[src/rtl/bcd_counter_pkg.sv]
// Shared constants and helpers for the multi-digit BCD counter.
// Imported by bcd_digit and bcd_counter_nd.
package bcd_counter_pkg;

  localparam int DIGIT_W = 4;
  localparam logic [DIGIT_W-1:0] BCD_MAX = 4'd9;
  localparam logic [DIGIT_W-1:0] BCD_MIN = 4'd0;

  // A nibble above 9 is not a legal BCD digit.
  function automatic logic bcd_invalid(input logic [DIGIT_W-1:0] nib);
    return nib > BCD_MAX;
  endfunction

endpackage

[src/rtl/bcd_digit.sv]
// One BCD digit register: load has priority over increment/decrement.
// Increment wraps 9->0 and decrement wraps 0->9; the parent decides when to step.
module bcd_digit
  import bcd_counter_pkg::*;
(
  input  logic               CLK,
  input  logic               RESN,
  input  logic               inc,
  input  logic               dec,
  input  logic               ld,
  input  logic [DIGIT_W-1:0] ld_val,
  output logic [DIGIT_W-1:0] q,
  output logic               at9,
  output logic               at0
);

  always_ff @(posedge CLK) begin
    if (!RESN) begin
      q <= BCD_MIN;
    end else if (ld) begin
      q <= ld_val;
    end else if (inc) begin
      q <= (q == BCD_MAX) ? BCD_MIN : q + 4'd1;
    end else if (dec) begin
      q <= (q == BCD_MIN) ? BCD_MAX : q - 4'd1;
    end
  end

  assign at9 = (q == BCD_MAX);
  assign at0 = (q == BCD_MIN);

endmodule

[src/rtl/bcd_counter_nd.sv]
// DIGITS-wide BCD up/down counter with validated parallel load.
// Carry/borrow ripples combinationally so every digit updates on the same edge.
module bcd_counter_nd
  import bcd_counter_pkg::*;
#(
  parameter int DIGITS   = 4,
  parameter bit SATURATE = 1'b0
) (
  input  logic                    CLK,
  input  logic                    RESN,
  input  logic                    EN,
  input  logic                    UP,
  input  logic                    LOAD,
  input  logic [DIGIT_W*DIGITS-1:0] LOAD_VAL,
  output logic [DIGIT_W*DIGITS-1:0] countVal,
  output logic                    TC,
  output logic                    WRAP,
  output logic                    LOAD_ERR
);

  logic [DIGITS-1:0] at9;
  logic [DIGITS-1:0] at0;
  logic [DIGITS-1:0] inc;
  logic [DIGITS-1:0] dec;
  // low9[k]/low0[k]: every digit below k is at 9 / at 0.
  logic [DIGITS:0]   low9;
  logic [DIGITS:0]   low0;
  logic              load_bad;
  logic              load_ok;
  logic              at_limit;
  logic              count_go;

  always_comb begin
    load_bad = 1'b0;
    for (int k = 0; k < DIGITS; k++) begin
      load_bad = load_bad | bcd_invalid(LOAD_VAL[k*DIGIT_W +: DIGIT_W]);
    end
  end

  assign low9[0] = 1'b1;
  assign low0[0] = 1'b1;

  for (genvar k = 0; k < DIGITS; k++) begin : g_digit
    assign low9[k+1] = low9[k] & at9[k];
    assign low0[k+1] = low0[k] & at0[k];
    assign inc[k]    = count_go & UP & low9[k];
    assign dec[k]    = count_go & ~UP & low0[k];

    bcd_digit u_digit (
      .CLK    (CLK),
      .RESN   (RESN),
      .inc    (inc[k]),
      .dec    (dec[k]),
      .ld     (load_ok),
      .ld_val (LOAD_VAL[k*DIGIT_W +: DIGIT_W]),
      .q      (countVal[k*DIGIT_W +: DIGIT_W]),
      .at9    (at9[k]),
      .at0    (at0[k])
    );
  end

  assign load_ok  = LOAD & ~load_bad;
  assign at_limit = UP ? low9[DIGITS] : low0[DIGITS];
  // Any load request, good or bad, suppresses counting that cycle.
  assign count_go = EN & ~LOAD & ~(SATURATE & at_limit);
  assign TC       = EN & at_limit;

  always_ff @(posedge CLK) begin
    if (!RESN) begin
      WRAP     <= 1'b0;
      LOAD_ERR <= 1'b0;
    end else begin
      WRAP     <= count_go & at_limit;
      LOAD_ERR <= LOAD & load_bad;
    end
  end

endmodule

[config.mk]
export PLATFORM = sky130hd
export DESIGN_NAME = bcd_counter_nd
export DESIGN_NICKNAME = d
export VERILOG_FILES = /design/src/rtl/bcd_counter_pkg.sv /design/src/rtl/bcd_digit.sv /design/src/rtl/bcd_counter_nd.sv
export SDC_FILE = /design/constraint.sdc
export NUM_CORES = 1
export LEC_CHECK = 0
export CAP_MARGIN = 20
export CELL_PAD_IN_SITES_DETAIL_PLACEMENT = 1
export CELL_PAD_IN_SITES_GLOBAL_PLACEMENT = 2
export CORE_MARGIN = 5
export CORE_UTILIZATION = 27
export DETAILED_ROUTE_END_ITERATION = 7
export PLACE_DENSITY_LB_ADDON = 0.05
export SETUP_SLACK_MARGIN = 0.15
export SYNTH_ARGS = -nofsm -noshare
export SYNTH_HDL_FRONTEND = slang
export SYNTH_SLANG_ARGS = --single-unit
[constraint.sdc]
create_clock -name CLK -period 3.1 [get_ports CLK]
set_clock_uncertainty 0.2 [all_clocks]
set_input_delay 0.62 -clock CLK [delete_from_list [all_inputs] [get_ports CLK]]
set_output_delay 0.62 -clock CLK [all_outputs]
set_load 0.05 [all_outputs]
==> impl_metrics.csv <==
group,metric,value,unit
clock_tree,path_clk_slew,0.07,ns
power_and_ir_drop,p_comb_frac,0.442,
worst_setup_path,r2r_start,"g_digit[0].u_digit.q[1]$_SDFFE_PN0P_",
clock_tree,numCtsBuffers,3,
grt,busiest_layer,"met2",
synth,synth_common_cells,"24 x nor2_1, 21 x nand2_1, 18 x clkbuf_1, 18 x dfxtp_1, 14 x a21oi_1",
placed_design,gp_congestion,0.751,
synth,post-synth-top-count-cell,"nor2_1",
worst_setup_path,path_class,"input pin to output port",
layout,drive_above_1_share,0.201,
detailed_routing,ant_nets,0,
floorplan,chipWidth,87.9,µm
floorplan,design.core.area,0.00592,mm²
synth,yosysTopAreaCellShare,0.220,
floorplan,ios,40,
floorplan,initial_core_util,0.277,
synth,synth_edf_count,0,
floorplan,fp-row-count,28,
synth,synthFlopType,"dfxtp_1",
clock_tree,clockBufferDepth,2,
detailed_routing,drc,0,
synth,syn-cell-area,0.00164,mm²
power_and_ir_drop,switchingPower,313,µW
power_and_ir_drop,internal-power,495,µW
timing,finalHoldViolations,0,
timing,timing.final.crit_share,0.944,
floorplan,die_y,87.9,µm
floorplan,dieArea,0.00773,mm²
power_and_ir_drop,swShare,0.387,
grt,grt.total_usage,0.156,
grt,globalRouteOverflowTotal,0,
power_and_ir_drop,ir_worst_vdd,0.000176,V
outcome,status,"complete, no violations",
grt,grt_first_pass_wirelength,9600,µm
layout,stdcell_area,0.00236,mm²
grt,grt_pass1_vias,1868,
detailed_routing,avgViaCountPerCell,5.38,
grt,grt_max_degree,15,
detailed_routing,num_vias,1873,
placed_design,dpl_cell_area,0.00227,mm²
clock_tree,clkLatencyLatePin,0.26,ns
synth,synth.top_cells.by_area,"dfxtp_1 22%, nor2_1 5.5%, nand2_1 4.8%",
worst_hold_path,hp-start,"g_digit[1].u_digit.q[0]$_SDFFE_PN0P_",
clock_tree,cts_tree,"yes",
timing,rsz0062_at_grt,"yes",
run,cap_violations,0,
layout,nNetsFinal,296,
grt,grtUsageMet1,0.209,
detailed_routing,drt-total-wl,5800,µm
layout,diodes,0,
power_and_ir_drop,leakagePower,0.907,nW
synth,ys_ff_latch,18,
power_and_ir_drop,power.density,342,mW/mm²
power_and_ir_drop,p_clk_frac,0.218,
grt,met3_usage,0.0273,
worst_setup_path,endpoint_kind,"output port",
synth,seq_area_frac_synth,0.220,
synth,synth_nets,242,
worst_setup_path,critPathLaunchType,"input pin",
timing,maxSlewViolCount,0,
grt,grt_use_met2,0.268,
layout,final_cells,348,
clock_tree,htreeDepth,1,
placed_design,place.port_buffers,39,
worst_setup_path,crit_required,2.28,ns
timing,max_slew.worst_pin.slew,0.504,ns
clock_tree,cts_sinks,18,
placed_design,dp.cells,343,
synth,synth_cell_types,57,
power_and_ir_drop,seqPwrFrac,0.340,
worst_setup_path,arrival,2.11,ns
detailed_routing,drtIter0Drc,50,
synth,syn-instance-count,221,
timing,min_period,2.93,ns
timing,fmax,342,MHz
detailed_routing,firstDrtPassIters,4,
detailed_routing,wl_per_cell,16.7,µm
synth,async_reset_ff_frac,0,
placed_design,hpwl,4390,µm
timing,slew_headroom,0.663,
grt,grt_antenna_before_repair,0,
synth,ys.warnings.count,0,
synth,avgSynthCellArea,7.42,µm²
worst_setup_path,crit_fanout,2,
layout,syn_to_final_growth,44.3,%
synth,yosysTopAreaCell,"dfxtp_1",
worst_setup_path,startpoint,"UP",
worst_hold_path,hold_path.class,"register to register",
timing,finalSetupTns,0,ns
timing,setup_violations,0,
clock_tree,root_buffer,"clkbuf_8",
[layout by cell type (no fill, tap or decap), types with 5 or more instances in the layout]
master	n
clkdlybuf4s50_1	35
nand3_1	7
buf_4	30
o21ai_0	10
a211oi_1	5
dfxtp_1	16
nor2_1	24
inv_1	6
nand2_1	21
nand2b_1	6
a21oi_1	14
[layer usage]
| metal | routed length, µm | vias up | part of all wire |
|---|---|---|---|
| met5 | 0 | - | 0 |
| met2 | 2820 | 23 | 0.49 |
| li1 | - | 936 | - |
| met4 | 34 | 0 | 0.0059 |
| met3 | 172 | 4 | 0.030 |
| met1 | 2770 | 910 | 0.48 |
[worst max-delay path, stage by stage]
cell,delay (ns)
buf_6,0.09
or4_4,0.45
nor3_4,0.21
nor4b_4,0.24
o211a_1,0.21
and2_4,0.15
buf_12,0.13
[repair_timing]
| action | 4_1_cts | 5_1_grt |
|---|---|---|
| hold buffers | 0 | 0 |
| endpoints found under the hold margin | 0 | 0 |
| resized for setup | 8 | 6 |
| pin swaps | 4 | 5 |
| setup buffers | 1 | 1 |
| endpoints found under the setup margin | 1 | 4 |
[cells by family after synthesis]
| family | count (synthesis) | synth area share |
|---|---|---|
| DFF | 18 | 0.220 |
| muxes | 7 | 0.0458 |
| xor gates and xnor gates | 6 | 0.0321 |
| and+or+nand+nor | 101 | 0.367 |
| AOI/OAI and AO/OA | 62 | 0.267 |
| buffers and inverters | 27 | 0.0679 |
[path summary, 6_finish.rpt]
check / end / cells after the start / slack, ns
min reg2reg: g_digit[1].u_digit.q[3]$_SDFFE_PN0P_ / 2 / 0.41
max reg2reg: g_digit[2].u_digit.q[3]$_SDFFE_PN0P_ / 6 / 0.64
max: TC / 7 / 0.17
min: g_digit[1].u_digit.q[3]$_SDFFE_PN0P_ / 2 / 0.41
[through the flow]
stage	worst slack [ns]	util	hold slack, ns	power, mW
after global routing	0.0840	0.399	0.463	0.863
final	0.175	0.399	0.410	0.808
after CTS	0.159	0.396	0.460	0.819
after global placement	-0.261	0.384	0.445	0.621
after detailed placement	-0.305	0.384	0.448	0.622
after floorplan	0.194	-	0.534	0.487
[layout make-up]
class | count | area [µm²]
fill | 717 | 3560
multi-input combinational | 176 | 1200
timing repair buffer | 70 | 643
sequential | 18 | 363
tap | 75 | 93.8
clock buffer | 3 | 41.3
inverter | 6 | 22.5
[state kept, by name (all words and copies together) (netlist names)]
name and flops:
g_digit.u_digit.q 16, LOAD_ERR 1, WRAP 1
[power by group through the flow]
stage | Combinational, mW | Sequential [mW] | Clock (mW)
2_1_floorplan | 0.164 | 0.323 | 0
3_3_place_gp | 0.342 | 0.279 | 0
3_5_place_dp | 0.343 | 0.279 | 0
4_1_cts | 0.355 | 0.274 | 0.190
5_1_grt | 0.386 | 0.279 | 0.198
6_report | 0.357 | 0.275 | 0.176
Power figures use the tool's default switching activity.
